**src/rtl/spi_xfer_seq_pkg.sv**
```systemverilog
`default_nettype none
// ============================================================================
// Module      : spi_xfer_seq_pkg
// Description : Shared spi_core register map, ctrl bit positions and the
//               transfer sequencer state encoding.
// Revision    : 1.0 - initial release
// ============================================================================
package spi_xfer_seq_pkg;

    localparam logic [7:0] c_ADDR_TXRX = 8'h00;
    localparam logic [7:0] c_ADDR_CTRL = 8'h10;
    localparam logic [7:0] c_ADDR_DIV  = 8'h14;
    localparam logic [7:0] c_ADDR_SS   = 8'h18;

    localparam int c_CTRL_W          = 14;
    localparam int c_CTRL_RX_SEL_BIT = 7;
    localparam int c_CTRL_GO_BIT     = 8;
    localparam int c_CTRL_IE_BIT     = 12;
    localparam int c_CTRL_TX_SEL_BIT = 13;

    typedef enum logic [3:0] {
        ST_IDLE   = 4'd0,
        ST_W_DIV  = 4'd1,
        ST_W_SS   = 4'd2,
        ST_W_CTRL = 4'd3,
        ST_W_TX   = 4'd4,
        ST_W_GO   = 4'd5,
        ST_WAIT   = 4'd6,
        ST_R_RX   = 4'd7,
        ST_R_CAP  = 4'd8,
        ST_RSP    = 4'd9
    } state_e;

    // The sequencer owns GO, IE and the TX/RX selects; everything else passes through.
    function automatic logic [c_CTRL_W-1:0] ctrl_word(input logic [c_CTRL_W-1:0] cfg,
                                                      input logic                go);
        logic [c_CTRL_W-1:0] w_ctrl;
        w_ctrl                    = cfg;
        w_ctrl[c_CTRL_IE_BIT]     = 1'b1;
        w_ctrl[c_CTRL_TX_SEL_BIT] = 1'b1;
        w_ctrl[c_CTRL_RX_SEL_BIT] = 1'b1;
        w_ctrl[c_CTRL_GO_BIT]     = go;
        return w_ctrl;
    endfunction

endpackage
`default_nettype wire

```
**src/rtl/spi_cmd_fifo.sv**
```systemverilog
`default_nettype none
// ============================================================================
// Module      : spi_cmd_fifo
// Description : Power-of-two deep command FIFO with synchronous reset and
//               first-word-fall-through head output.
// Revision    : 1.0 - initial release
// ============================================================================
module spi_cmd_fifo #(
    parameter int DEPTH = 4,
    parameter int WIDTH = 32
) (
    input  logic             clk_i,
    input  logic             rst_i,
    input  logic             push_i,
    input  logic             pop_i,
    input  logic [WIDTH-1:0] data_i,
    output logic [WIDTH-1:0] data_o,
    output logic             full_o,
    output logic             empty_o
);

    localparam int c_PTR_W = $clog2(DEPTH);

    logic [WIDTH-1:0]   r_mem [DEPTH];
    logic [c_PTR_W-1:0] r_wr_ptr;
    logic [c_PTR_W-1:0] r_rd_ptr;
    logic [c_PTR_W:0]   r_count;
    logic               w_push;
    logic               w_pop;

    assign w_push  = push_i & ~full_o;
    assign w_pop   = pop_i & ~empty_o;
    assign full_o  = (r_count == (c_PTR_W + 1)'(DEPTH));
    assign empty_o = (r_count == '0);
    assign data_o  = r_mem[r_rd_ptr];

    always_ff @(posedge clk_i) begin
        if (rst_i) begin
            r_wr_ptr <= '0;
            r_rd_ptr <= '0;
            r_count  <= '0;
        end else begin
            if (w_push) r_wr_ptr <= r_wr_ptr + 1'b1;
            if (w_pop)  r_rd_ptr <= r_rd_ptr + 1'b1;
            case ({w_push, w_pop})
                2'b10:   r_count <= r_count + 1'b1;
                2'b01:   r_count <= r_count - 1'b1;
                default: r_count <= r_count;
            endcase
        end
    end

    always_ff @(posedge clk_i) begin
        if (w_push) r_mem[r_wr_ptr] <= data_i;
    end

endmodule
`default_nettype wire

```
**src/rtl/spi_xfer_seq.sv**
```systemverilog
`default_nettype none
// ============================================================================
// Module      : spi_xfer_seq
// Description : Queues TX characters and runs each as a full spi_core register
//               sequence (divider, SS, ctrl, TX, GO, wait, RX read), returning
//               the RX character or a timeout abort as a response.
// Revision    : 1.0 - initial release
// ============================================================================
module spi_xfer_seq
    import spi_xfer_seq_pkg::*;
#(
    parameter int CMD_DEPTH   = 4,
    parameter int TIMEOUT_CYC = 65535
) (
    input  logic                clk_i,
    input  logic                rst_i,
    input  logic                cmd_valid_i,
    output logic                cmd_ready_o,
    input  logic [31:0]         cmd_data_i,
    output logic                rsp_valid_o,
    input  logic                rsp_ready_i,
    output logic [31:0]         rsp_data_o,
    output logic                rsp_err_o,
    input  logic [15:0]         cfg_divider_i,
    input  logic [7:0]          cfg_ss_i,
    input  logic [c_CTRL_W-1:0] cfg_ctrl_i,
    output logic [7:0]          addr_o,
    output logic [31:0]         wdata_o,
    output logic [3:0]          be_o,
    output logic                we_o,
    output logic                re_o,
    input  logic [31:0]         rdata_i,
    input  logic                intr_rx_i,
    input  logic                intr_tx_i,
    output logic                busy_o
);

    localparam int                 c_CNT_W    = $clog2(TIMEOUT_CYC + 1);
    localparam logic [c_CNT_W-1:0] c_CNT_LAST = c_CNT_W'(TIMEOUT_CYC - 1);

    state_e                r_state;
    state_e                w_state_nxt;
    logic [c_CNT_W-1:0]    r_wait_cnt;
    logic [7:0]            r_ss;
    logic [c_CTRL_W-1:0]   r_ctrl;
    logic [31:0]           r_rsp_data;
    logic                  r_rsp_err;

    logic                  w_push;
    logic                  w_pop;
    logic                  w_full;
    logic                  w_empty;
    logic [31:0]           w_head;
    logic                  w_we;
    logic                  w_re;
    logic                  w_intr;
    logic                  w_timeout;

    assign w_push      = cmd_valid_i & cmd_ready_o;
    assign w_pop       = (r_state == ST_W_TX);
    assign w_intr      = intr_rx_i | intr_tx_i;
    assign w_timeout   = ~w_intr & (r_wait_cnt == c_CNT_LAST);

    assign cmd_ready_o = ~w_full;
    assign rsp_valid_o = (r_state == ST_RSP);
    assign rsp_data_o  = r_rsp_data;
    assign rsp_err_o   = r_rsp_err;
    assign be_o        = 4'hF;
    assign busy_o      = (r_state != ST_IDLE) | ~w_empty;
    // Strobes are killed while reset is held so a mid-sequence reset never touches spi_core.
    assign we_o        = w_we & ~rst_i;
    assign re_o        = w_re & ~rst_i;

    spi_cmd_fifo #(
        .DEPTH (CMD_DEPTH),
        .WIDTH (32)
    ) u_cmd_fifo (
        .clk_i   (clk_i),
        .rst_i   (rst_i),
        .push_i  (w_push),
        .pop_i   (w_pop),
        .data_i  (cmd_data_i),
        .data_o  (w_head),
        .full_o  (w_full),
        .empty_o (w_empty)
    );

    always_ff @(posedge clk_i) begin
        if (rst_i) r_state <= ST_IDLE;
        else       r_state <= w_state_nxt;
    end

    always_comb begin
        w_state_nxt = r_state;
        w_we        = 1'b0;
        w_re        = 1'b0;
        addr_o      = 8'h00;
        wdata_o     = 32'h0;
        case (r_state)
            ST_IDLE: begin
                if (!w_empty && !rsp_valid_o) w_state_nxt = ST_W_DIV;
            end
            ST_W_DIV: begin
                w_we        = 1'b1;
                addr_o      = c_ADDR_DIV;
                wdata_o     = {16'h0, cfg_divider_i};
                w_state_nxt = ST_W_SS;
            end
            ST_W_SS: begin
                w_we        = 1'b1;
                addr_o      = c_ADDR_SS;
                wdata_o     = {24'h0, r_ss};
                w_state_nxt = ST_W_CTRL;
            end
            ST_W_CTRL: begin
                w_we        = 1'b1;
                addr_o      = c_ADDR_CTRL;
                wdata_o     = {18'h0, ctrl_word(r_ctrl, 1'b0)};
                w_state_nxt = ST_W_TX;
            end
            ST_W_TX: begin
                w_we        = 1'b1;
                addr_o      = c_ADDR_TXRX;
                wdata_o     = w_head;
                w_state_nxt = ST_W_GO;
            end
            ST_W_GO: begin
                w_we        = 1'b1;
                addr_o      = c_ADDR_CTRL;
                wdata_o     = {18'h0, ctrl_word(r_ctrl, 1'b1)};
                w_state_nxt = ST_WAIT;
            end
            ST_WAIT: begin
                if (w_intr)         w_state_nxt = ST_R_RX;
                else if (w_timeout) w_state_nxt = ST_RSP;
            end
            ST_R_RX: begin
                w_re        = 1'b1;
                addr_o      = c_ADDR_TXRX;
                w_state_nxt = ST_R_CAP;
            end
            ST_R_CAP: begin
                w_state_nxt = ST_RSP;
            end
            ST_RSP: begin
                if (rsp_ready_i) w_state_nxt = ST_IDLE;
            end
            default: begin
                w_state_nxt = ST_IDLE;
            end
        endcase
    end

    always_ff @(posedge clk_i) begin
        if (rst_i) begin
            r_wait_cnt <= '0;
            r_ss       <= '0;
            r_ctrl     <= '0;
            r_rsp_data <= '0;
            r_rsp_err  <= 1'b0;
        end else begin
            case (r_state)
                ST_W_DIV: begin
                    r_ss   <= cfg_ss_i;
                    r_ctrl <= cfg_ctrl_i;
                end
                ST_W_GO: begin
                    r_wait_cnt <= '0;
                end
                ST_WAIT: begin
                    r_wait_cnt <= r_wait_cnt + 1'b1;
                    if (w_timeout) begin
                        r_rsp_data <= '0;
                        r_rsp_err  <= 1'b1;
                    end
                end
                ST_R_CAP: begin
                    r_rsp_data <= rdata_i;
                    r_rsp_err  <= 1'b0;
                end
                default: begin
                    r_wait_cnt <= r_wait_cnt;
                end
            endcase
        end
    end

endmodule
`default_nettype wire

```
**config.mk**
```make
export PLATFORM = sky130hd
export DESIGN_NAME = spi_xfer_seq
export DESIGN_NICKNAME = d
export VERILOG_FILES = /design/src/rtl/spi_xfer_seq_pkg.sv /design/src/rtl/spi_cmd_fifo.sv /design/src/rtl/spi_xfer_seq.sv
export SDC_FILE = /design/constraint.sdc
export NUM_CORES = 1
export LEC_CHECK = 0
export ABC_CLOCK_PERIOD_IN_PS = 3300
export BUFFER_PORTS_ARGS = -buffer_cell sky130_fd_sc_hd__buf_4
export CAP_MARGIN = 20
export CORE_UTILIZATION = 35
export CTS_CLUSTER_DIAMETER = 30
export CTS_CLUSTER_SIZE = 10
export DETAILED_ROUTE_END_ITERATION = 10
export GPL_TIMING_DRIVEN = 0
export PLACE_DENSITY = 0.62
export SLEW_MARGIN = 20
export SYNTH_ARGS = -nofsm -noshare
export SYNTH_HDL_FRONTEND = slang
export SYNTH_HIERARCHICAL = 1
export SYNTH_SLANG_ARGS = --single-unit
```
**constraint.sdc**
```tcl
create_clock -name clk_i -period 3.3 [get_ports clk_i]
set_clock_uncertainty 0.2 [all_clocks]
set_input_delay 0.165 -clock clk_i [delete_from_list [all_inputs] [get_ports clk_i]]
set_output_delay 0.165 -clock clk_i [all_outputs]
set_load 0.05 [all_outputs]
```
== Yosys cells after proc, flatten, opt, wreduce, memory -nomap -nowiden ==
Memories as Yosys holds them, arrays and structs flattened. A register that Yosys moved wholly into a read port is not among the register bits.
Cells that the tools add are included.
Storage, ports and cells
  bits in registers: 80
  output and inout port bits: 82
  bits of input ports: 108
  RAM bits: 128
  memories kept: 1
Memory list
  u_cmd_fifo.r_mem: depth 4, width 32, read ports 1, clocked after Yosys merged registers in 1, wr ports 1, RTL line spi_cmd_fifo.sv:24  | logic [WIDTH-1:0] r_mem [DEPTH];
Operators by class
  add/subtract/negate cells: 5
  multiplexer cells: 19
  bitwise gates (word level): 12
  reduce and logical (&&, ||, !) cells: 13
  equality and inequality tests: 17
Operator list (number)
  one-hot mux 32 bit (5 select lines): 1
  one-hot mux 32 bit (2 select lines): 1
  one-hot mux 4 bit (10 select lines): 1
  two-way mux 32 bit: 1
  one-hot mux 16 bit (2 select lines): 1
  adder 16 x 1 -> 16 bit, second input constant: 1
  == test 16 bit, second input constant: 1
  == test 4 x 3 -> 1 bit, second input constant: 4
  two-way mux 4 bit: 4
  one-hot mux 5 bit (3 select lines): 1
  == test 4 x 2 -> 1 bit, second input constant: 2
  == test 4 bit, second input constant: 2
  AND 1 bit: 6
  one-hot mux 3 bit (2 select lines): 1
  nonzero test 2 bit: 3
  two-way mux 1 bit: 5
  OR reduction 5 bit: 1
  adder 2 x 1 -> 2 bit, second input constant: 2
  == test 4 x 1 -> 1 bit, second input constant: 1
  logical NOT 4 bit: 1
  two-way mux 2 bit: 2
  != test 2 bit, second input constant: 2
  NOT 1 bit: 4
  nonzero test 4 bit: 1
  15 further kinds: 17

== Logic depth before layout (Yosys ltp) ==
Gate-level depths: netlist (run 1).
  word-level depth: 6
  gate-level depth with buffers: 12

== Modules after synthesis ==
Netlist (run 1), hierarchy kept.
Modules (own cells, without submodules)
  spi_cmd_fifo: area an instance 5143.7 sq um, sequential area each 4023.9 sq um, instances 1, cells an instance 221
  spi_xfer_seq: area an instance 3597.2 sq um, sequential area each 1421.4 sq um, instances 1, cells an instance 457

== Worst setup path after synthesis (run 1) ==
Ideal clock, no wire load.
  path type: flip-flop to flip-flop
  start point: register r_state[1]
  end point: register u_cmd_fifo.r_count[2]
  setup slack: 480 ps
  clock period less this slack: 2820 ps
  setup time: 70 ps
  path buffers: 2
  cell stages (with the launch flop): 13
  data arrival time: 2550 ps
  required time: 3030 ps
  path through: dfxtp_1 -> buf_4 -> nand2b_1 -> nor3_1 -> clkbuf_1 -> o31ai_2 -> inv_1 -> ha_1 -> inv_1 -> fa_1 -> xor2_1 -> or3_1 -> a21oi_1
On the way
  word-level cells in the longest chain between the ends: 4
RTL lines
  from (decl): RTL line spi_xfer_seq.sv:41  | state_e r_state;
  from (signal assigned): RTL line spi_xfer_seq.sv:90  | else r_state <= w_state_nxt;
  == test 4 x 3 -> 1 bit (*): RTL line spi_xfer_seq.sv:60  | assign w_pop = (r_state == ST_W_TX);
  named net w_pop: RTL line spi_xfer_seq.sv:50  | logic w_pop;
  AND 1 bit (*): RTL line spi_cmd_fifo.sv:32  | assign w_pop = pop_i & ~empty_o;
  named net u_cmd_fifo.w_pop: RTL line spi_cmd_fifo.sv:29  | logic w_pop;
  == test 2 x 1 -> 1 bit / == test 2 bit (equally long branches): RTL line spi_cmd_fifo.sv:45  | case ({w_push, w_pop})
  one-hot mux 3 bit (2 select lines) / nonzero test 2 bit (equally long branches)
  to (signal assigned): RTL line spi_cmd_fifo.sv:46  | 2'b10: r_count <= r_count + 1'b1;
  to (signal assigned): RTL line spi_cmd_fifo.sv:47  | 2'b01: r_count <= r_count - 1'b1;
  to (signal assigned): RTL line spi_cmd_fifo.sv:48  | default: r_count <= r_count;
  to (decl): RTL line spi_cmd_fifo.sv:27  | logic [c_PTR_W:0] r_count;
The timed path passes the listed nets; every way through them passes the cells marked *.
A chain may end at the register's enable or synchronous reset.

== Worst setup path in the final report (run 1) ==
  start point: register r_state[3]
  end point: output port wdata_o[0]
On the way
  word-level cells in the longest chain between the ends: 2
RTL lines
  == test 4 x 3 -> 1 bit (tied with other cells): RTL line spi_xfer_seq.sv:99  | case (r_state)
  one-hot mux 32 bit (5 select lines) (*): RTL line spi_xfer_seq.sv:99
  to (decl): RTL line spi_xfer_seq.sv:28  | output logic [31:0] wdata_o,
Mark *: on every way between the ends. The rest lies on a longest branch, timed or not.

==> report_table.html, run 1 <==
<table>
<tr><th>Metric</th><th>Value</th></tr>
<tr><th colspan="2">Global route</th></tr>
<tr><td>Global route overflow</td><td>0</td></tr>
<tr><td>Pin count of the biggest net entering global routing</td><td>22</td></tr>
<tr><td>Number of global-route vias before repair</td><td>7188</td></tr>
<tr><td>Number of antenna violations at the first check in global routing</td><td>1</td></tr>
<tr><td>Total GRT Usage</td><td>0.186</td></tr>
<tr><td>Global-route wire length before repair</td><td>between 30000 and 40000 um</td></tr>
<tr><th colspan="2">Placed design</th></tr>
<tr><td>DP HPWL</td><td>15400 um</td></tr>
<tr><td>Routability-driven placement congestion ratio</td><td>0.809</td></tr>
<tr><td>Setup WS pre-CTS</td><td>-473 ps</td></tr>
<tr><td>Placement Cell Area</td><td>0.0106 mm^2</td></tr>
<tr><td>Number of cells after detailed placement</td><td>1188</td></tr>
<tr><td>Number of buffer cells added on primary ports</td><td>around 180</td></tr>
<tr><th colspan="2">Clocking</th></tr>
<tr><td>Clock tree from TritonCTS</td><td>yes</td></tr>
<tr><td>Buffer cell driving the clock tree root</td><td>sky130_fd_sc_hd__clkbuf_16</td></tr>
<tr><td>Deepest clock path buffer count</td><td>3</td></tr>
<tr><td>Post-CTS repair timing setup buffer count</td><td>0</td></tr>
<tr><td>Num CTS Buffers</td><td>44</td></tr>
<tr><td>Clock latency reported for the late side of the worst-skew pair</td><td>just over 500 ps</td></tr>
<tr><td>H-tree lvl count</td><td>2</td></tr>
<tr><td>Number of clock sinks</td><td>208</td></tr>
<tr><td>Post-CTS clock slew at the launch and capture registers of the worst setup and hold paths</td><td>40 ps</td></tr>
<tr><th colspan="2">Timing</th></tr>
<tr><td>Worst rel slew slack</td><td>0.595</td></tr>
<tr><td>Clock period minus final worst setup slack</td><td>3100 ps</td></tr>
<tr><td>Period utilization</td><td>0.939</td></tr>
<tr><td>Final worst hold slack</td><td>31.7 ps</td></tr>
<tr><td>Final worst-path setup slack</td><td>202 ps</td></tr>
<tr><td>Hold Violations, Final</td><td>0</td></tr>
<tr><td>Number of max-slew violations in the final report</td><td>0</td></tr>
<tr><td>Timing-limited maximum frequency</td><td>about 0.32 GHz</td></tr>
<tr><td>Worst slew pin tran</td><td>607 ps</td></tr>
<tr><td>Final setup violation count</td><td>0</td></tr>
<tr><th colspan="2">Worst setup path</th></tr>
<tr><td>Endpoint of the most critical register-to-register path</td><td>u_cmd_fifo/r_count[2]$_SDFFE_PP0P_</td></tr>
<tr><td>Largest delay contributor family on the critical path</td><td>buffers and inverters</td></tr>
<tr><td>Data arrival time of the critical path</td><td>2730 ps</td></tr>
<tr><td>Worst-path cell chain</td><td>clkbuf_1 -&gt; nand2b_1 -&gt; a21oi_1 -&gt; clkbuf_1 -&gt; nand2_1 -&gt; nand2_1 -&gt; buf_4</td></tr>
<tr><td>CP Capture Type</td><td>output pin</td></tr>
<tr><td>Depth of the most critical reg-to-reg path</td><td>11</td></tr>
<tr><td>Startpoint kind of the worst setup timing path</td><td>flip-flop</td></tr>
<tr><td>Worst path required time</td><td>between 2000 and 3000 ps</td></tr>
<tr><td>CP peak stage delay</td><td>490 ps</td></tr>
<tr><td>Critical path's slowest cell</td><td>sky130_fd_sc_hd__clkbuf_1</td></tr>
<tr><td>Category of the critical setup timing path</td><td>flip-flop to output pin</td></tr>
<tr><td>Bufs and invs on worst path</td><td>3</td></tr>
<tr><td>Register-to-register path setup slack</td><td>between 200 and 250 ps</td></tr>
<tr><td>CP max FO</td><td>10</td></tr>
<tr><td>Startpoint of the lowest-slack register-to-register path</td><td>r_state[3]$_SDFFE_PP0P_</td></tr>
<tr><th colspan="2">Run</th></tr>
<tr><td>Number of max-cap violations</td><td>0</td></tr>
<tr><th colspan="2">Cells and area</th></tr>
<tr><td>Share of cells above drive strength 1</td><td>0.320</td></tr>
<tr><td>Layout-stage area growth over the synthesis result</td><td>49.6%</td></tr>
<tr><td>Non-filler cells, final</td><td>1356</td></tr>
<tr><td>Filler Cell Count</td><td>slightly above 2000</td></tr>
<tr><td>Fin util</td><td>0.536</td></tr>
<tr><td>Post-route cell area</td><td>~0.013 mm^2</td></tr>
<tr><td>Final #Nets</td><td>1112</td></tr>
<tr><th colspan="2">Floorplanning</th></tr>
<tr><td>Ports</td><td>190</td></tr>
<tr><td>Die Ht</td><td>160 um</td></tr>
<tr><td>Effective utilization at floorplan</td><td>0.358</td></tr>
<tr><td>Width of the die</td><td>160 um</td></tr>
<tr><td>Standard cell core area</td><td>0.0244 mm^2</td></tr>
<tr><td>Die Outline Area</td><td>0.0256 mm^2</td></tr>
<tr><td>Placement Rows</td><td>57</td></tr>
<tr><th colspan="2">Synth</th></tr>
<tr><td>Most instantiated flip-flop cell in the synthesis netlist</td><td>sky130_fd_sc_hd__edfxtp_1</td></tr>
<tr><td>Synthesized area per cell</td><td>between 10 and 15 um^2</td></tr>
<tr><td>EDFF count, synth</td><td>128</td></tr>
<tr><td>Synthesized area</td><td>0.00874 mm^2</td></tr>
<tr><td>Fraction of synthesized cell area taken by the top area cell type</td><td>0.440</td></tr>
<tr><td>Cell taking the most area after synthesis</td><td>sky130_fd_sc_hd__edfxtp_1</td></tr>
<tr><td>Synthesized netlist cell count</td><td>678</td></tr>
<tr><td>Xor-xnor portion of the synthesized cell area</td><td>0.00301</td></tr>
<tr><td>Multiplexer share of the synthesized area</td><td>0.0879</td></tr>
<tr><td>Count of yosys warnings during synthesis</td><td>6</td></tr>
<tr><td>Post-synthesis async set-or-reset flop share</td><td>0</td></tr>
<tr><td>Sequential share of the synthesized area</td><td>0.623</td></tr>
<tr><td>Fraction of the mapped netlist area in adder cells</td><td>0.0123</td></tr>
<tr><td>Synth top area cells</td><td>sky130_fd_sc_hd__edfxtp_1, sky130_fd_sc_hd__dfxtp_1, sky130_fd_sc_hd__mux4_2, sky130_fd_sc_hd__a21oi_1, sky130_fd_sc_hd__nand2_1</td></tr>
<tr><td>Simple-gate area share of the yosys netlist</td><td>0.117</td></tr>
<tr><td>Number of synthesized register bits</td><td>208</td></tr>
<tr><td>Combinational family with the most area after synthesis</td><td>simple AND/OR/NAND/NOR gates</td></tr>
<tr><td>Compound-cell area share of the yosys netlist</td><td>0.111</td></tr>
<tr><td>Netlist cell types</td><td>60</td></tr>
<tr><th colspan="2">Detailed routing</th></tr>
<tr><td>Detailed-router iteration count before antenna repair</td><td>6</td></tr>
<tr><td>Initial DRC Count</td><td>501</td></tr>
<tr><td>Ratio of routed vias to standard cells</td><td>5.02</td></tr>
<tr><td>WL per Instance</td><td>~17 um</td></tr>
<tr><td>Total wire length</td><td>23600 um</td></tr>
<tr><td>Total via count in the routed design</td><td>~6800</td></tr>
<tr><td>DRC Markers</td><td>0</td></tr>
<tr><td>Antenna Nets Post-Route</td><td>0</td></tr>
<tr><th colspan="2">Hold path</th></tr>
<tr><td>Hold path startpoint</td><td>intr_rx_i</td></tr>
<tr><td>Worst Hold Path EP</td><td>r_state[1]$_SDFFE_PP0P_</td></tr>
<tr><td>Path class of the lowest-slack min-delay path</td><td>input port to flip-flop</td></tr>
<tr><td>Min-Delay Path Depth</td><td>5</td></tr>
<tr><th colspan="2">Power</th></tr>
<tr><td>Leakage Power</td><td>4.99 nW</td></tr>
<tr><td>Power per unit of standard cell area</td><td>765 mW/mm^2</td></tr>
<tr><td>Maximum VDD drop</td><td>549 uV</td></tr>
<tr><th colspan="2">Run status</th></tr>
<tr><td>Status</td><td>completed</td></tr>
</table>
==> report_power, final <==
| part | total (mW) | switching [mW] | internal (mW) |
|---|---|---|---|
| sequential | 3.10 | 0.111 | 2.99 |
| combinational | 2.19 | 1.44 | 0.746 |
| clock | 4.72 | 1.39 | 3.33 |
| total | 10.0 | 2.94 | 7.06 |
==> placed cells by master (no fill, tap or decap), drive strengths merged, types with 3 or more instances in the layout <==
cell           n
nand3          7
or3            8
inv           21
clkbuf        79
dfxtp         80
nand2b         9
nor3           5
a222oi        10
xor2           3
and4           5
nand2         94
and3           5
mux4          32
and2          22
or4            3
nor2          20
mux2i          4
buf          210
clkinv        12
edfxtp       128
dlygate4sd3   86
nand3b         3
ha             7
nand4          6
a21oi         73
o211ai        37
o21ai         11
bufinv         9
nor3b          3
conb           9
==> repair_timing <==
| item | CTS | global route |
|---|---|---|
| resized for setup | 2 | 1 |
| pin swaps | 0 | 0 |
| endpoints found under the hold margin | 191 | 0 |
| setup endpoints to repair | 12 | 1 |
| hold buffers | 86 | 0 |
==> registers in the layout, indices dropped and copies added, names as in the netlist, named ones only <==
register	count
r_state	4
u_cmd_fifo/r_rd_ptr	2
rsp_err_o	1
r_ss	8
r_wait_cnt	16
rsp_data_o	32
u_cmd_fifo/r_wr_ptr	2
u_cmd_fifo/r_mem	128
r_ctrl	10
u_cmd_fifo/r_count	3
==> synth_stat cells (3+ instances only) <==
library cell / instances
sky130_fd_sc_hd__or4_1: 3
sky130_fd_sc_hd__and4_1: 5
sky130_fd_sc_hd__o211ai_1: 37
sky130_fd_sc_hd__nor2_1: 19
sky130_fd_sc_hd__buf_2: 14
sky130_fd_sc_hd__mux2i_1: 4
sky130_fd_sc_hd__nand3_1: 6
sky130_fd_sc_hd__ha_1: 7
sky130_fd_sc_hd__and3_1: 5
sky130_fd_sc_hd__mux4_2: 30
sky130_fd_sc_hd__edfxtp_1: 128
sky130_fd_sc_hd__clkbuf_1: 24
sky130_fd_sc_hd__dfxtp_1: 80
sky130_fd_sc_hd__nand4_1: 4
sky130_fd_sc_hd__buf_12: 3
sky130_fd_sc_hd__nor3_1: 4
sky130_fd_sc_hd__and2_1: 22
sky130_fd_sc_hd__nand2b_1: 9
sky130_fd_sc_hd__o21ai_0: 10
sky130_fd_sc_hd__inv_1: 16
sky130_fd_sc_hd__nand3b_1: 3
sky130_fd_sc_hd__buf_4: 12
sky130_fd_sc_hd__xor2_1: 3
sky130_fd_sc_hd__nand2_1: 94
sky130_fd_sc_hd__a21oi_1: 73
sky130_fd_sc_hd__a222oi_1: 10
sky130_fd_sc_hd__or3_1: 8
==> cell families after synthesis <==
kind of cell,Yosys count
other,2
muxes,36
AOI/OAI and AO/OA,151
DFF,208
xor gates and xnor gates,3
adders and majority gates,8
and+or+nand+nor,197
buffers and inverters,73
==> worst min-delay path, delay by kind of cell <==
family	cells	cell delay [ps]
multiplexers	1	80
buffers and inverters	1	120
AO/OA/AOI/OAI	2	190
AND/OR/NAND/NOR	1	120
==> worst max-delay path by stage <==
| stage | start | end | slack [ps] | depth (start not counted) |
|---|---|---|---|---|
| after detailed placement | r_state[3]$_SDFFE_PP0P_ | u_cmd_fifo/r_count[2]$_SDFFE_PP0P_ | -470 | 11 |
| final | r_state[3]$_SDFFE_PP0P_ | wdata_o[0] | 200 | 7 |
| after global placement | r_state[3]$_SDFFE_PP0P_ | u_cmd_fifo/r_count[2]$_SDFFE_PP0P_ | -450 | 11 |
| after global routing | r_state[3]$_SDFFE_PP0P_ | wdata_o[5] | -8 | 7 |
| after floorplan | r_state[1]$_SDFFE_PP0P_ | u_cmd_fifo/r_count[2]$_SDFFE_PP0P_ | 480 | 12 |
| after CTS | r_state[3]$_SDFFE_PP0P_ | u_cmd_fifo/r_count[2]$_SDFFE_PP0P_ | 40 | 11 |
==> metal layers <==
| layer | vias up | global-route usage | part of all wire |
|---|---|---|---|
| met2 | 291 | 0.318 | 0.49 |
| met4 | 0 | 0.0667 | 0.023 |
| met1 | 3270 | 0.222 | 0.41 |
| li1 | 3200 | - | - |
| met3 | 52 | 0.0522 | 0.084 |
| met5 | - | 0 | 0 |
==> layout make-up <==
class / instances / area [um^2] / share of cell area
clock inverters: 26 / 393 / 0.0300
multi-input cells: 404 / 2950 / 0.225
clock buffers: 55 / 1220 / 0.0936
flip-flops and latches: 208 / 5450 / 0.416
diodes: 1 / 2.50 / 0.000191
repair buffers: 265 / 2270 / 0.174
plain buffers: 55 / 327 / 0.0250
inverters: 18 / 67.6 / 0.00517
well taps: 324 / 405 / 0.0310
==> per-stage QoR <==
step / TNS, ps / power [mW]
after floorplan: 0 / 4.52
after global placement: -701 / 5.21
after detailed placement: -706 / 5.23
after CTS: 0 / 10.1
after global routing: -7.70 / 10.4
final: 0 / 10.0
(Power assumes the default switching activity.)
==> inputs of run 2 (changes only) <==
--- a/config.mk
+++ b/config.mk
@@ -13,9 +13,8 @@
 export CTS_CLUSTER_SIZE = 10
 export DETAILED_ROUTE_END_ITERATION = 10
 export GPL_TIMING_DRIVEN = 0
-export PLACE_DENSITY = 0.62
+export PLACE_DENSITY = 0.63
 export SLEW_MARGIN = 20
 export SYNTH_ARGS = -nofsm -noshare
 export SYNTH_HDL_FRONTEND = slang
-export SYNTH_HIERARCHICAL = 1
 export SYNTH_SLANG_ARGS = --single-unit
==> run 2 against run 1 <==
Die area is 4.3% lower. Sequential power down 6.5%. Via count shrank 9.7%. Utilization up 0.42 points. Non-clock buffer count down 5. Maximum frequency rose by 1.2%. Critical path type unchanged. Critical endpoint is now wdata_o[7]. Largest cell class unchanged.
==> report_table.html, run 2 <==
<table>
<tr><th>Metric</th><th>Value</th></tr>
<tr><th colspan="2">Run status</th></tr>
<tr><td>Status</td><td>completed</td></tr>
<tr><th colspan="2">Global route</th></tr>
<tr><td>Global-route wire length before repair</td><td>35200 um</td></tr>
<tr><td>Total GRT Usage</td><td>0.190</td></tr>
<tr><td>Pin count of the biggest net entering global routing</td><td>26</td></tr>
<tr><td>Global route overflow</td><td>0</td></tr>
<tr><td>Number of global-route vias before repair</td><td>~6400</td></tr>
<tr><td>Number of antenna violations at the first check in global routing</td><td>1</td></tr>
<tr><th colspan="2">Cells and area</th></tr>
<tr><td>Most frequent standard cell in the layout excluding fill and tap cells</td><td>sky130_fd_sc_hd__buf_4</td></tr>
<tr><td>Non-filler cells, final</td><td>about 1300</td></tr>
<tr><td>Share of cells above drive strength 1</td><td>0.351</td></tr>
<tr><td>Final #Nets</td><td>1024</td></tr>
<tr><td>Top library cells by usage in the layout, fill and taps aside</td><td>sky130_fd_sc_hd__buf_4, sky130_fd_sc_hd__edfxtp_1, sky130_fd_sc_hd__dlygate4sd3_1, sky130_fd_sc_hd__dfxtp_1, sky130_fd_sc_hd__nand2_1</td></tr>
<tr><td>Post-route cell area</td><td>about 0.013 mm^2</td></tr>
<tr><td>Register ranked first by flip-flop count</td><td>u_cmd_fifo.r_mem</td></tr>
<tr><td>Layout-stage area growth over the synthesis result</td><td>51.7%</td></tr>
<tr><td>Filler Cell Count</td><td>1893</td></tr>
<tr><td>Flip-flop count of the largest register, all copies and words added</td><td>128</td></tr>
<tr><th colspan="2">Power</th></tr>
<tr><td>Maximum VDD drop</td><td>between 400 and 500 uV</td></tr>
<tr><td>Power per unit of standard cell area</td><td>roughly 650 mW/mm^2</td></tr>
<tr><td>Leakage Power</td><td>4.90 nW</td></tr>
<tr><th colspan="2">Synth</th></tr>
<tr><td>Count of yosys warnings during synthesis</td><td>0</td></tr>
<tr><td>Netlist cell types</td><td>57</td></tr>
<tr><td>Number of synthesized register bits</td><td>between 200 and 250</td></tr>
<tr><td>Synth top area cells</td><td>sky130_fd_sc_hd__edfxtp_1, sky130_fd_sc_hd__dfxtp_1, sky130_fd_sc_hd__mux4_2, sky130_fd_sc_hd__a22o_1, sky130_fd_sc_hd__nand2_1</td></tr>
<tr><td>Fraction of synthesized cell area taken by the top area cell type</td><td>0.460</td></tr>
<tr><td>Most instantiated flip-flop cell in the synthesis netlist</td><td>sky130_fd_sc_hd__edfxtp_1</td></tr>
<tr><td>EDFF count, synth</td><td>128</td></tr>
<tr><td>Synthesized area</td><td>0.00836 mm^2</td></tr>
<tr><td>Post-synthesis async set-or-reset flop share</td><td>0</td></tr>
<tr><td>Cell taking the most area after synthesis</td><td>sky130_fd_sc_hd__edfxtp_1</td></tr>
<tr><td>Commonest cells in the synthesized netlist</td><td>sky130_fd_sc_hd__edfxtp_1, sky130_fd_sc_hd__dfxtp_1, sky130_fd_sc_hd__nand2_1, sky130_fd_sc_hd__a22o_1</td></tr>
<tr><td>Most frequent cell after synthesis</td><td>sky130_fd_sc_hd__edfxtp_1</td></tr>
<tr><td>Sequential share of the synthesized area</td><td>0.651</td></tr>
<tr><td>Synthesized area per cell</td><td>approximately 14 um^2</td></tr>
<tr><td>Synthesized netlist cell count</td><td>approximately 590</td></tr>
<tr><th colspan="2">Floorplanning</th></tr>
<tr><td>Standard cell core area</td><td>0.0235 mm^2</td></tr>
<tr><td>Die Ht</td><td>between 150 and 200 um</td></tr>
<tr><td>Die Outline Area</td><td>0.0245 mm^2</td></tr>
<tr><td>Ports</td><td>190</td></tr>
<tr><td>Width of the die</td><td>157 um</td></tr>
<tr><td>Placement Rows</td><td>56</td></tr>
<tr><td>Effective utilization at floorplan</td><td>0.356</td></tr>
<tr><th colspan="2">Placed design</th></tr>
<tr><td>DP HPWL</td><td>about 15000 um</td></tr>
<tr><td>Routability-driven placement congestion ratio</td><td>0.813</td></tr>
<tr><td>Placement Cell Area</td><td>0.0102 mm^2</td></tr>
<tr><td>Setup WS pre-CTS</td><td>485 ps</td></tr>
<tr><td>Number of buffer cells added on primary ports</td><td>176</td></tr>
<tr><td>Number of cells after detailed placement</td><td>1092</td></tr>
<tr><th colspan="2">Worst setup path</th></tr>
<tr><td>Data arrival time of the critical path</td><td>2700 ps</td></tr>
<tr><td>Critical path capture point</td><td>wdata_o[7]</td></tr>
<tr><td>Critical path startpoint</td><td>r_state[3]$_SDFFE_PP0P_</td></tr>
<tr><td>CP max FO</td><td>10</td></tr>
<tr><td>Startpoint kind of the worst setup timing path</td><td>flip-flop</td></tr>
<tr><td>Depth of the most critical reg-to-reg path</td><td>9</td></tr>
<tr><td>Category of the critical setup timing path</td><td>flip-flop to output pin</td></tr>
<tr><td>Worst path required time</td><td>2930 ps</td></tr>
<tr><td>Register-to-register path setup slack</td><td>approximately 470 ps</td></tr>
<tr><td>Startpoint of the lowest-slack register-to-register path</td><td>r_state[3]$_SDFFE_PP0P_</td></tr>
<tr><td>Endpoint of the most critical register-to-register path</td><td>u_cmd_fifo.r_count[2]$_SDFFE_PP0P_</td></tr>
<tr><td>CP Capture Type</td><td>output pin</td></tr>
<tr><th colspan="2">Clocking</th></tr>
<tr><td>H-tree lvl count</td><td>2</td></tr>
<tr><td>Deepest clock path buffer count</td><td>3</td></tr>
<tr><td>Post-CTS clock slew at the launch and capture registers of the worst setup and hold paths</td><td>40 ps</td></tr>
<tr><td>Clock tree from TritonCTS</td><td>yes</td></tr>
<tr><td>Buffer cell driving the clock tree root</td><td>sky130_fd_sc_hd__clkbuf_16</td></tr>
<tr><td>Number of clock sinks</td><td>approximately 210</td></tr>
<tr><td>Clock latency reported for the late side of the worst-skew pair</td><td>520 ps</td></tr>
<tr><td>Num CTS Buffers</td><td>42</td></tr>
<tr><th colspan="2">Timing</th></tr>
<tr><td>Final setup violation count</td><td>0</td></tr>
<tr><td>Number of max-slew violations in the final report</td><td>0</td></tr>
<tr><td>Period utilization</td><td>0.927</td></tr>
<tr><td>Worst slew pin tran</td><td>1140 ps</td></tr>
<tr><td>Worst rel slew slack</td><td>0.240</td></tr>
<tr><td>Hold Violations, Final</td><td>0</td></tr>
<tr><td>Timing-limited maximum frequency</td><td>0.327 GHz</td></tr>
<tr><td>Final setup TNS</td><td>0 ps</td></tr>
<tr><td>Final worst hold slack</td><td>81.5 ps</td></tr>
<tr><td>Clock period minus final worst setup slack</td><td>3060 ps</td></tr>
<tr><td>Final worst-path setup slack</td><td>239 ps</td></tr>
<tr><td>Setup repair after global routing missed its margin</td><td>no</td></tr>
<tr><th colspan="2">Hold path</th></tr>
<tr><td>Hold path startpoint</td><td>intr_tx_i</td></tr>
<tr><td>Path class of the lowest-slack min-delay path</td><td>input port to flip-flop</td></tr>
<tr><th colspan="2">Detailed routing</th></tr>
<tr><td>Total wire length</td><td>23100 um</td></tr>
<tr><td>Total via count in the routed design</td><td>6151</td></tr>
<tr><td>DRC Markers</td><td>0</td></tr>
<tr><td>WL per Instance</td><td>18.3 um</td></tr>
<tr><td>Initial DRC Count</td><td>434</td></tr>
<tr><td>Ratio of routed vias to standard cells</td><td>between 4 and 5</td></tr>
<tr><td>Antenna Nets Post-Route</td><td>0</td></tr>
<tr><td>Detailed-router iteration count before antenna repair</td><td>7</td></tr>
<tr><th colspan="2">Run</th></tr>
<tr><td>Number of max-cap violations</td><td>0</td></tr>
</table>
## run 2: cell count changes after synthesis, sizes merged, moves of 4 or more
cell    previous run  this run
a22o               2        34
and2              22        18
xnor2              0         5
o211ai            37         6
nand2b             9         3
o21ai             11         4
a21oi             73        32
nand2             94        63
clkbuf            24        15
mux2i              4         0
## run 2: repair_timing
item,CTS,global route
buffers inserted,0,0
hold buffers,91,0
setup endpoints to repair,0,3
gates resized for setup,0,2
endpoints found under the hold margin,187,0
## run 2: where the power goes
part	leakage, nW	internal (mW)	switching, mW
Clock	0.748	3.23	1.39
Sequential	1.82	2.87	0.0324
Combinational	2.33	0.301	0.383
## run 2: metal layers
layer / vias up / wire length (um) / GRT usage
li1: 2901 / - / -
met2: 252 / 11300 / 0.335
met1: 2972 / 9780 / 0.231
met4: 0 / 351 / 0.0546
met5: - / 0 / 0
met3: 26 / 1640 / 0.0462
## run 2: worst max-delay path: stages (launching register included)
cell,delay [ps]
sky130_fd_sc_hd__dfxtp_1,380
sky130_fd_sc_hd__buf_2,220
sky130_fd_sc_hd__nor4b_2,970
sky130_fd_sc_hd__a221oi_1,230
sky130_fd_sc_hd__nand2_1,160
sky130_fd_sc_hd__buf_4,210
## run 2: worst min path at each step
stage / depth (start not counted) / slack, ps / endpoint
2_1_floorplan: 0 / 60 / u_cmd_fifo.r_mem[0][0]$_DFFE_PP_
3_3_place_gp: 1 / 170 / u_cmd_fifo.r_mem[2][25]$_DFFE_PP_
3_5_place_dp: 1 / 170 / u_cmd_fifo.r_mem[1][3]$_DFFE_PP_
4_1_cts: 4 / 60 / r_state[1]$_SDFFE_PP0P_
5_1_grt: 4 / 160 / r_state[1]$_SDFFE_PP0P_
6_report: 4 / 80 / r_state[1]$_SDFFE_PP0P_
## run 2: kinds of logic (layout without fill, tap and decap cells)
group	after synthesis	count (layout)	synth area share
mux	35	35	0.0902
simple gates	162	162	0.107
xor+xnor	7	7	0.00733
buf+inv	60	408	0.0375
flops	208	208	0.651
compound gates	104	104	0.0932
other cells	2	10	0.000898
fa+ha+maj	8	8	0.0129
## run 2: cell type report
cell class / instances / area (um^2) / share of cell area
flip-flops and latches: 208 / 5450 / 0.429
multi-input cells: 325 / 2640 / 0.208
diodes: 1 / 2.50 / 0.000197
well taps: 319 / 399 / 0.0315
clock inverters: 29 / 444 / 0.0350
plain buffers: 44 / 255 / 0.0201
clock buffers: 48 / 1120 / 0.0887
inverters: 16 / 60.1 / 0.00473
repair buffers: 271 / 2320 / 0.183
## run 2: metrics by stage
step           utilization  total power [mW]
2_1_floorplan            -              3.28
5_1_grt              0.541              8.47
6_report             0.541              8.21
4_1_cts              0.540              8.29
3_5_place_dp         0.435              3.55
3_3_place_gp         0.431              3.53
